<file path="src/rtl/audio_sample_packet_decoder.sv">
// HDMI audio sample packet decoder: filters type-0x02 layout-0 packets,
// checks channel parity, rebuilds the IEC60958 channel-status block and
// streams stereo samples through a FWFT FIFO with valid/ready.
// Ports: clk_pixel, rst_n (async, active low); pkt_valid/pkt_ready,
// header[23:0], sub[223:0] in; sample_valid/sample_ready, sample_left,
// sample_right, sample_flags out; cs_block, cs_valid, cs_locked,
// parity_err_count status.
// Option: AUDIO_SAMPLE_PARITY_DROP_EN drops samples with a parity error.
module audio_sample_packet_decoder #(
  parameter int FIFO_DEPTH = 8,
  parameter int CS_LENGTH  = 192
) (
  input  logic                 clk_pixel,
  input  logic                 rst_n,
  input  logic                 pkt_valid,
  output logic                 pkt_ready,
  input  logic [23:0]          header,
  input  logic [223:0]         sub,
  output logic                 sample_valid,
  input  logic                 sample_ready,
  output logic [23:0]          sample_left,
  output logic [23:0]          sample_right,
  output logic [7:0]           sample_flags,
  output logic [CS_LENGTH-1:0] cs_block,
  output logic                 cs_valid,
  output logic                 cs_locked,
  output logic [15:0]          parity_err_count
);

  localparam int AW = $clog2(FIFO_DEPTH);
  localparam int FW = $clog2(CS_LENGTH);
  localparam logic [AW:0] FULL_CNT = (AW+1)'(FIFO_DEPTH);
  localparam logic [FW-1:0] LAST_FR = FW'(CS_LENGTH-1);

  localparam logic [0:0] S_IDLE  = 1'b0;
  localparam logic [0:0] S_DRAIN = 1'b1;

  logic [0:0]   state_q;
  logic [3:0]   pend_q;
  logic [3:0]   blk_q;
  logic [223:0] sub_q;

  logic [1:0]  idx;
  logic [55:0] cur;
  logic        par_l;
  logic        par_r;
  logic        b_cur;
  logic        drop;
  logic        full;
  logic        proc;
  logic        push;
  logic        pop;
  logic [3:0]  pend_d;
  logic [7:0]  flags;
  logic        accept;

  logic [55:0]   mem [FIFO_DEPTH];
  logic [AW-1:0] wr_q;
  logic [AW-1:0] rd_q;
  logic [AW:0]   cnt_q;
  logic [55:0]   head;

  logic [FW-1:0]        frame_q;
  logic [CS_LENGTH-1:0] shadow_q;
  logic [CS_LENGTH-1:0] shadow_d;
  logic [CS_LENGTH-1:0] cs_block_q;
  logic                 cs_valid_q;
  logic                 locked_q;
  logic [15:0]          err_q;
  logic [16:0]          err_d;

  logic unused_hdr;
  assign unused_hdr = ^header[19:13];

  // lowest pending subpacket goes first
  always_comb begin
    idx = 2'd0;
    if (pend_q[0])      idx = 2'd0;
    else if (pend_q[1]) idx = 2'd1;
    else if (pend_q[2]) idx = 2'd2;
    else if (pend_q[3]) idx = 2'd3;
  end

  assign cur    = sub_q[int'(idx)*56 +: 56];
  assign par_l  = ^{cur[51:48], cur[23:0]};
  assign par_r  = ^{cur[55:52], cur[47:24]};
  assign b_cur  = blk_q[idx];
  assign flags  = {par_r, par_l, cur[54], cur[50],
                   cur[53], cur[49], cur[52], cur[48]};
  assign pend_d = pend_q & ~(4'b0001 << idx);

`ifdef AUDIO_SAMPLE_PARITY_DROP_EN
  assign drop = par_l | par_r;
`else
  assign drop = 1'b0;
`endif

  assign full   = (cnt_q == FULL_CNT);
  // a dropped sample needs no FIFO space, so it never stalls
  assign proc   = (state_q == S_DRAIN) && (drop || !full);
  assign push   = proc && !drop;
  assign pop    = sample_valid && sample_ready;
  assign accept = pkt_valid && (header[7:0] == 8'h02) && !header[12];

  assign pkt_ready = (state_q == S_IDLE);

  always_ff @(posedge clk_pixel or negedge rst_n) begin
    if (!rst_n) begin
      state_q <= S_IDLE;
      pend_q  <= '0;
      blk_q   <= '0;
      sub_q   <= '0;
    end else begin
      unique case (state_q)
        S_IDLE: begin
          if (accept && |header[11:8]) begin
            state_q <= S_DRAIN;
            pend_q  <= header[11:8];
            blk_q   <= header[23:20];
            sub_q   <= sub;
          end
        end
        S_DRAIN: begin
          if (proc) begin
            pend_q <= pend_d;
            if (pend_d == 4'd0) state_q <= S_IDLE;
          end
        end
        default: state_q <= S_IDLE;
      endcase
    end
  end

  always_ff @(posedge clk_pixel) begin
    if (push) mem[wr_q] <= {cur[23:0], cur[47:24], flags};
  end

  always_ff @(posedge clk_pixel or negedge rst_n) begin
    if (!rst_n) begin
      wr_q  <= '0;
      rd_q  <= '0;
      cnt_q <= '0;
    end else begin
      if (push) wr_q <= wr_q + 1'b1;
      if (pop)  rd_q <= rd_q + 1'b1;
      unique case ({push, pop})
        2'b10:   cnt_q <= cnt_q + 1'b1;
        2'b01:   cnt_q <= cnt_q - 1'b1;
        default: cnt_q <= cnt_q;
      endcase
    end
  end

  assign head         = mem[rd_q];
  assign sample_valid = (cnt_q != '0);
  assign sample_left  = sample_valid ? head[55:32] : 24'd0;
  assign sample_right = sample_valid ? head[31:8]  : 24'd0;
  assign sample_flags = sample_valid ? head[7:0]   : 8'd0;

  // completed block includes the bit arriving on the final frame
  always_comb begin
    shadow_d = shadow_q;
    shadow_d[CS_LENGTH-1] = cur[50];
  end

  always_ff @(posedge clk_pixel or negedge rst_n) begin
    if (!rst_n) begin
      frame_q    <= '0;
      shadow_q   <= '0;
      cs_block_q <= '0;
      cs_valid_q <= 1'b0;
      locked_q   <= 1'b0;
    end else begin
      cs_valid_q <= 1'b0;
      if (proc) begin
        if (b_cur) begin
          frame_q     <= FW'(1);
          shadow_q[0] <= cur[50];
          locked_q    <= 1'b1;
        end else if (locked_q) begin
          if (frame_q == '0) begin
            locked_q <= 1'b0;
          end else if (frame_q == LAST_FR) begin
            cs_block_q <= shadow_d;
            cs_valid_q <= 1'b1;
            frame_q    <= '0;
          end else begin
            shadow_q[frame_q] <= cur[50];
            frame_q <= frame_q + 1'b1;
          end
        end
      end
    end
  end

  assign cs_block  = cs_block_q;
  assign cs_valid  = cs_valid_q;
  assign cs_locked = locked_q;

  assign err_d = {1'b0, err_q} + 17'(par_l) + 17'(par_r);

  always_ff @(posedge clk_pixel or negedge rst_n) begin
    if (!rst_n) begin
      err_q <= '0;
    end else if (proc) begin
      err_q <= err_d[16] ? 16'hFFFF : err_d[15:0];
    end
  end

  assign parity_err_count = err_q;

endmodule

</file>
<file path="config.mk">
export PLATFORM = sky130hd
export DESIGN_NAME = audio_sample_packet_decoder
export DESIGN_NICKNAME = d
export VERILOG_FILES = /design/src/rtl/audio_sample_packet_decoder.sv
export SDC_FILE = /design/constraint.sdc
export NUM_CORES = 2
export LEC_CHECK = 0
export BUFFER_PORTS_ARGS = -buffer_cell sky130_fd_sc_hd__clkbuf_2
export CORE_MARGIN = 10
export CORE_UTILIZATION = 65
export CTS_BUF_LIST = sky130_fd_sc_hd__clkbuf_8
export CTS_CLUSTER_SIZE = 14
export DETAILED_ROUTE_END_ITERATION = 16
export HOLD_SLACK_MARGIN = 0.15
export PLACE_DENSITY_LB_ADDON = 0.3
export SETUP_SLACK_MARGIN = 0.5
export SLEW_MARGIN = 25
export SYNTH_ARGS = -nofsm -noshare
export SYNTH_HDL_FRONTEND = slang
export SYNTH_SLANG_ARGS = --single-unit
</file>
<file path="constraint.sdc">
create_clock -name clk_pixel -period 20.6 [get_ports clk_pixel]
set_clock_uncertainty 0.2 [all_clocks]
set_input_delay 5.15 -clock clk_pixel [delete_from_list [all_inputs] [get_ports clk_pixel]]
set_output_delay 5.15 -clock clk_pixel [all_outputs]
set_load 0.02 [all_outputs]
</file>
[Word-level counts from Yosys, hierarchy flattened]
Memories as Yosys holds them, arrays and structs flattened.
Index checks and enable logic that the tools add are counted.
Storage, ports and cells
  register bits: 653
  bits in writable memories: 448
  input port bits: 252
  word-level logic and storage cells: 104
  memories: 1
Memories
  mem: words 8, bits a word 56, rd ports 1, clocked after memory_dff 0, wr ports 1, RTL line 57  | logic [55:0] mem [FIFO_DEPTH];
Operators by class
  add/sub/neg operators: 7
  $mul: 1
  $lt $le $gt $ge: 3
  equal/unequal tests: 9
  shift-type cells: 2
  multiplexer cells: 39
  bitwise operators: 6
  reductions and logical operators: 22
Operators by type and width (number)
  $shiftx 224x9->56: 1
  $bwmux 192: 1
  $reduce_xor 28->1: 2
  $mux 24: 2
  $mux 8: 5
  $mux 1: 19
  $add 16x1->17: 1
  $add 17x1->17: 1
  $mux 16: 1
  $pmux 4 s2: 2
  $reduce_and 5->1: 2
  $lt 8x9->1 const B: 1
  $add 8x1->8 const B: 1
  $demux 1 s8: 1
  $eq 8x2->1 const B: 1
  $eq 8x8->1 const B: 1
  $ge 8x1->1 const B: 1
  $logic_not 8->1: 1
  $mux 2: 4
  $mux 4: 2
  $add 3x1->3 const B: 2
  $logic_and 1x1->1: 6
  $mul 2x3->5 const B: 1
  $add 4x1->4 const B: 1
  other kinds (21): 29

[Longest topological paths before layout]
  depth after elaboration: 11
  gate-level depth with buffers: 20
  depth with buffers taken out: 17

[Worst setup path after synthesis]
OpenSTA, ideal clock, no wires.
  path type: reg2out
  start point: register rd_q[0]
  end point: output sample_right[17]
  data arrival time: 2.199 ns
  data required time: 15.250 ns
  slack: 13.051 ns
  stages on the path, launching flop included: 7
  buffers on the path: 3
  cell sequence: dfrtp_1 clkbuf_1 buf_1 buf_1 mux4_2 mux2i_1 nor2_1
On the way
  word-level cells in the longest chain between the ends: 2
Ends and longest elaborated chain
  start: declaration: RTL line 59  | logic [AW-1:0] rd_q;
  start signal: assignment: RTL line 145  | if (pop) rd_q <= rd_q + 1'b1;
  $mem_v2 8x56
  $mux 24: RTL line 157  | assign sample_right = sample_valid ? head[31:8] : 24'd0;
  end: declaration: RTL line 22  | output logic [23:0] sample_right,
Every way passes these cells.

[Final worst setup path]
  start point: register rd_q[0]
  end point: output sample_right[22]
Same word-level chain as after synthesis.

==> summary.json <==
{
  "cp_slowest_cell": "sky130_fd_sc_hd__dfrtp_4",
  "powerDensity_mw_per_mm2": 100.5,
  "finalHoldViolCount": 0,
  "design.die.area_mm2": 0.08099,
  "p_seq_frac": 0.457,
  "synth.yosys.seq_area_share": 0.6541,
  "insertion_delay_ps": 830,
  "finalWorstPathRequiredPeriod_ps": 9749,
  "global_route_wire_length_before_repair_um": 198400,
  "crit_path_cell_trace": "buf_4, buf_4, mux4_2, mux2i_1, nor2_1, clkbuf_2",
  "clock_tree.root_cell": "sky130_fd_sc_hd__clkbuf_8",
  "drv_slew": 0,
  "edff_count_synth": 448,
  "layout.nets": 4642,
  "cts_htree_levels": 4,
  "post_cts_resized": 0,
  "dpl_worst_slack_ps": 11600,
  "grt_use_total": 0.3194,
  "worst_r2r_startpoint": "pend_q[0]$_DFFE_PN0P_",
  "cts-root-to-sink-buffers": 3,
  "synthMostInstantiatedCell": "sky130_fd_sc_hd__nand2_1",
  "drt-initial-drc-count": 4438,
  "power.switching_fraction": 0.2969,
  "post-synth-top-area-cell": "sky130_fd_sc_hd__dfrtp_1",
  "worst_hold_path.endpoint": "cs_block[80]$_DFFE_PN0P_",
  "post-route-drc-count": 0,
  "ys.flop_type": "sky130_fd_sc_hd__dfrtp_1",
  "start_kind": "flip-flop",
  "synth-compound-area-share": 0.08938,
  "chipHeight_um": 284.6,
  "place_area_mm2": 0.04866,
  "p_clk_frac": 0.347,
  "post_synth_xor_xnor_area": 0.01136,
  "worst-path-buf-inv": 3,
  "hold_path.startpoint": "shadow_q[80]$_DFFE_PN0P_",
  "worst_ep_arrival_time_ps": 4400,
  "worst_setup_path_end_kind": "output pin",
  "crit_path_max_fanout": 41,
  "run_status": "completed",
  "globalplace.congestion": 0.9023,
  "synth_largest_type_area_fraction": 0.3585,
  "synthesis.nets": 4182,
  "netSwitchingPower_mw": 1.556,
  "number_of_top_level_pins": 520,
  "max_freq_ghz": 0.1026,
  "half_perimeter_wire_length_after_placement_um": 83110,
  "final-instance-count-excl-fill": 5443,
  "worst_slew_margin_rel": 0.2497,
  "comb_power_share": 0.197,
  "timing.critical_path.required_ps": 15250,
  "worst-r2r-setup-slack_ps": 14580,
  "layout_setup_ws_ps": 10850,
  "worstHoldPathType": "reg2reg",
  "internal-power_mw": 3.684,
  "design.core.area_mm2": 0.06895,
  "routed_wirelength_um": 131000,
  "drv_cap": 0,
  "largest_delay_share_family_worst_path": "buffers and inverters",
  "pin_count_of_the_biggest_net_entering_global_routing": 183,
  "path_class": "reg2out",
  "yosys-top-cells-area": "sky130_fd_sc_hd__dfrtp_1, sky130_fd_sc_hd__edfxtp_1, sky130_fd_sc_hd__nand2_1, sky130_fd_sc_hd__mux4_2, sky130_fd_sc_hd__a21oi_1",
  "tritoncts_num_sinks": 1100,
  "synthCells": 3918,
  "worst_path_largest_cell_delay_ps": 950,
  "vias": 33440,
  "ant_nets": 0,
  "syn_avg_cell_area_um2": 11.61,
  "hold_depth": 2,
  "synth-simple-area-share": 0.1471,
  "chipWidth_um": 284.6,
  "initial_utilization": 0.6600,
  "placement_rows": 96,
  "fillerInstances": 4467,
  "antenna_found_initial": 4,
  "grt.overflow.total": 0,
  "post_drt_wl_per_cell_um": 24.07,
  "cpMostUsedCell": "sky130_fd_sc_hd__buf_4",
  "first_global_vias": 33010,
  "final.period_utilization": 0.4733,
  "post-cts-setup-buffer-count": 0,
  "vdd_drop_max_mv": 0.07480,
  "holdBufCountCts": 0,
  "ys_async_sr_fraction": 0.5927,
  "areaGrowthSynthToFinish_pct": 14.56,
  "synthesis.area_mm2": 0.04551,
  "port-buffer-count": 512,
  "worstMarginPinSlew_ps": 1116,
  "drt-pass1-iter-count": 6,
  "number_of_cts_inserted_buffers": 169,
  "drt-vias-per-instance": 6.143,
  "tritoncts": "yes",
  "synth_top_family_by_area": "simple AND/OR/NAND/NOR gates",
  "share_of_final_layout_standard_cells_stronger_than_drive_strength_1": 0.2166,
  "p_leak_nw": 24.46,
  "clk_pin_slew_ps": 70,
  "grt_setup_unrepaired": "no",
  "post-place-cells": 5136,
  "timing.setup.tns_ps": 0,
  "yosysWarnings": 0,
  "synth.ff_latch_count": 1100,
  "final_cell_area_mm2": 0.05213,
  "post_synth_fa_ha_maj_area_fraction": 0.003629,
  "r2r_end": "parity_err_count[11]$_DFFE_PN0P_",
  "r2r_cells": 15,
  "synth_cell_types": 81,
  "post_synth_most_frequent_cells": "sky130_fd_sc_hd__nand2_1, sky130_fd_sc_hd__dfrtp_1, sky130_fd_sc_hd__edfxtp_1",
  "setup_viol": 0,
  "multiplexer_share_of_the_synthesized_area": 0.06843
}
[power groups by stage]
stage	combinational, mW	clock (mW)	sequential [mW]
2_1_floorplan	0.707	0	2.38
4_1_cts	1.03	1.84	2.39
5_1_grt	1.09	1.93	2.40
6_report	1.03	1.82	2.39
3_3_place_gp	0.991	0	2.43
3_5_place_dp	1.02	0	2.44
[per-stage QoR]
| stage | power, mW | utilization | hold WS [ps] |
|---|---|---|---|
| after floorplan | 3.091 | - | 232.3 |
| after global placement | 3.426 | 0.7056 | 239.7 |
| after detailed placement | 3.454 | 0.7057 | 246.3 |
| after CTS | 5.263 | 0.7549 | 246.6 |
| after global routing | 5.429 | 0.7562 | 268.0 |
| final | 5.239 | 0.7562 | 251.0 |
[placed cells by master (no fill, tap or decap), types with 11 or more instances in the layout]
| master | count |
|---|---|
| sky130_fd_sc_hd__nand2_1 | 1354 |
| sky130_fd_sc_hd__o21ai_0 | 119 |
| sky130_fd_sc_hd__mux2i_1 | 58 |
| sky130_fd_sc_hd__a21oi_1 | 150 |
| sky130_fd_sc_hd__nor2b_1 | 24 |
| sky130_fd_sc_hd__clkbuf_2 | 511 |
| sky130_fd_sc_hd__dfrtp_1 | 646 |
| sky130_fd_sc_hd__o22a_1 | 16 |
| sky130_fd_sc_hd__or2_2 | 11 |
| sky130_fd_sc_hd__and3_1 | 14 |
| sky130_fd_sc_hd__nor3b_1 | 19 |
| sky130_fd_sc_hd__inv_1 | 65 |
| sky130_fd_sc_hd__nor3_1 | 14 |
| sky130_fd_sc_hd__a22o_1 | 14 |
| sky130_fd_sc_hd__xor2_1 | 24 |
| sky130_fd_sc_hd__nor2_1 | 103 |
| sky130_fd_sc_hd__clkbuf_8 | 200 |
| sky130_fd_sc_hd__edfxtp_1 | 448 |
| sky130_fd_sc_hd__o31ai_1 | 91 |
| sky130_fd_sc_hd__nand3_1 | 22 |
| sky130_fd_sc_hd__nand2b_1 | 16 |
| sky130_fd_sc_hd__buf_4 | 44 |
| sky130_fd_sc_hd__xnor2_1 | 22 |
| sky130_fd_sc_hd__clkinv_1 | 15 |
| sky130_fd_sc_hd__a31oi_1 | 116 |
| sky130_fd_sc_hd__o22ai_1 | 31 |
| sky130_fd_sc_hd__clkinv_2 | 22 |
| sky130_fd_sc_hd__mux4_2 | 112 |
| sky130_fd_sc_hd__and2_0 | 12 |
| sky130_fd_sc_hd__o221ai_1 | 14 |
[cell families (layout without fill, tap and decap cells)]
kind of cell / after synthesis / after routing
buffers and inverters: 293 / 885
flip-flops: 1100 / 1100
AND/OR/NAND/NOR: 1655 / 1655
multiplexers: 171 / 171
XOR/XNOR: 51 / 51
other: 0 / 2
adder cells (fa/ha/maj): 12 / 12
AO/OA/AOI/OAI: 636 / 636
[sequential cells by signal, indices dropped and copies added (netlist names)]
name,cells
mem,448
sub_q,224
cs_block,192
shadow_q,191
parity_err_count,16
frame_q,8
blk_q,4
cnt_q,4
pend_q,4
rd_q,3
wr_q,3
cs_locked,1
cs_valid,1
state_q,1
[final cells by class]
| type | count | area [µm²] | area share |
|---|---|---|---|
| antenna | 2 | 5.005 | 0.00009600 |
| clock buffer | 200 | 2753 | 0.05280 |
| clock inverter | 103 | 636.9 | 0.01222 |
| inverter | 21 | 81.33 | 0.001560 |
| multi-input combinational | 2525 | 14700 | 0.2820 |
| sequential | 1100 | 29780 | 0.5713 |
| tap | 931 | 1165 | 0.02234 |
| timing repair buffer | 561 | 3009 | 0.05772 |
[worst max-delay path by stage]
stage                         from          endpoint  slack, ps  cells past startpoint
2_1_floorplan  rd_q[0]$_DFFE_PN0P_  sample_right[17]      13050                      6
3_3_place_gp   rd_q[0]$_DFFE_PN0P_  sample_right[10]      11610                      6
3_5_place_dp   rd_q[0]$_DFFE_PN0P_  sample_right[10]      11600                      6
4_1_cts        rd_q[0]$_DFFE_PN0P_  sample_right[22]      10650                      6
5_1_grt        rd_q[0]$_DFFE_PN0P_  sample_right[10]      10410                      6
6_report       rd_q[0]$_DFFE_PN0P_  sample_right[22]      10850                      6
[worst register-to-register path: cells and delay by family, from the launching register on]
kind	cells	cell delay, ps
buffers and inverters	2	730
DFF	1	500
and+or+nand+nor	6	1960
AOI/OAI and AO/OA	3	1250
adders and majority gates	1	450
xor gates and xnor gates	3	870
[per-layer routing]
layer  GRT usage  wire (µm)
met1      0.4348      50250
met2      0.4833      61160
met3     0.07875      13420
met4      0.1498       6149
met5           0         13
(Power assumes the default switching activity.)
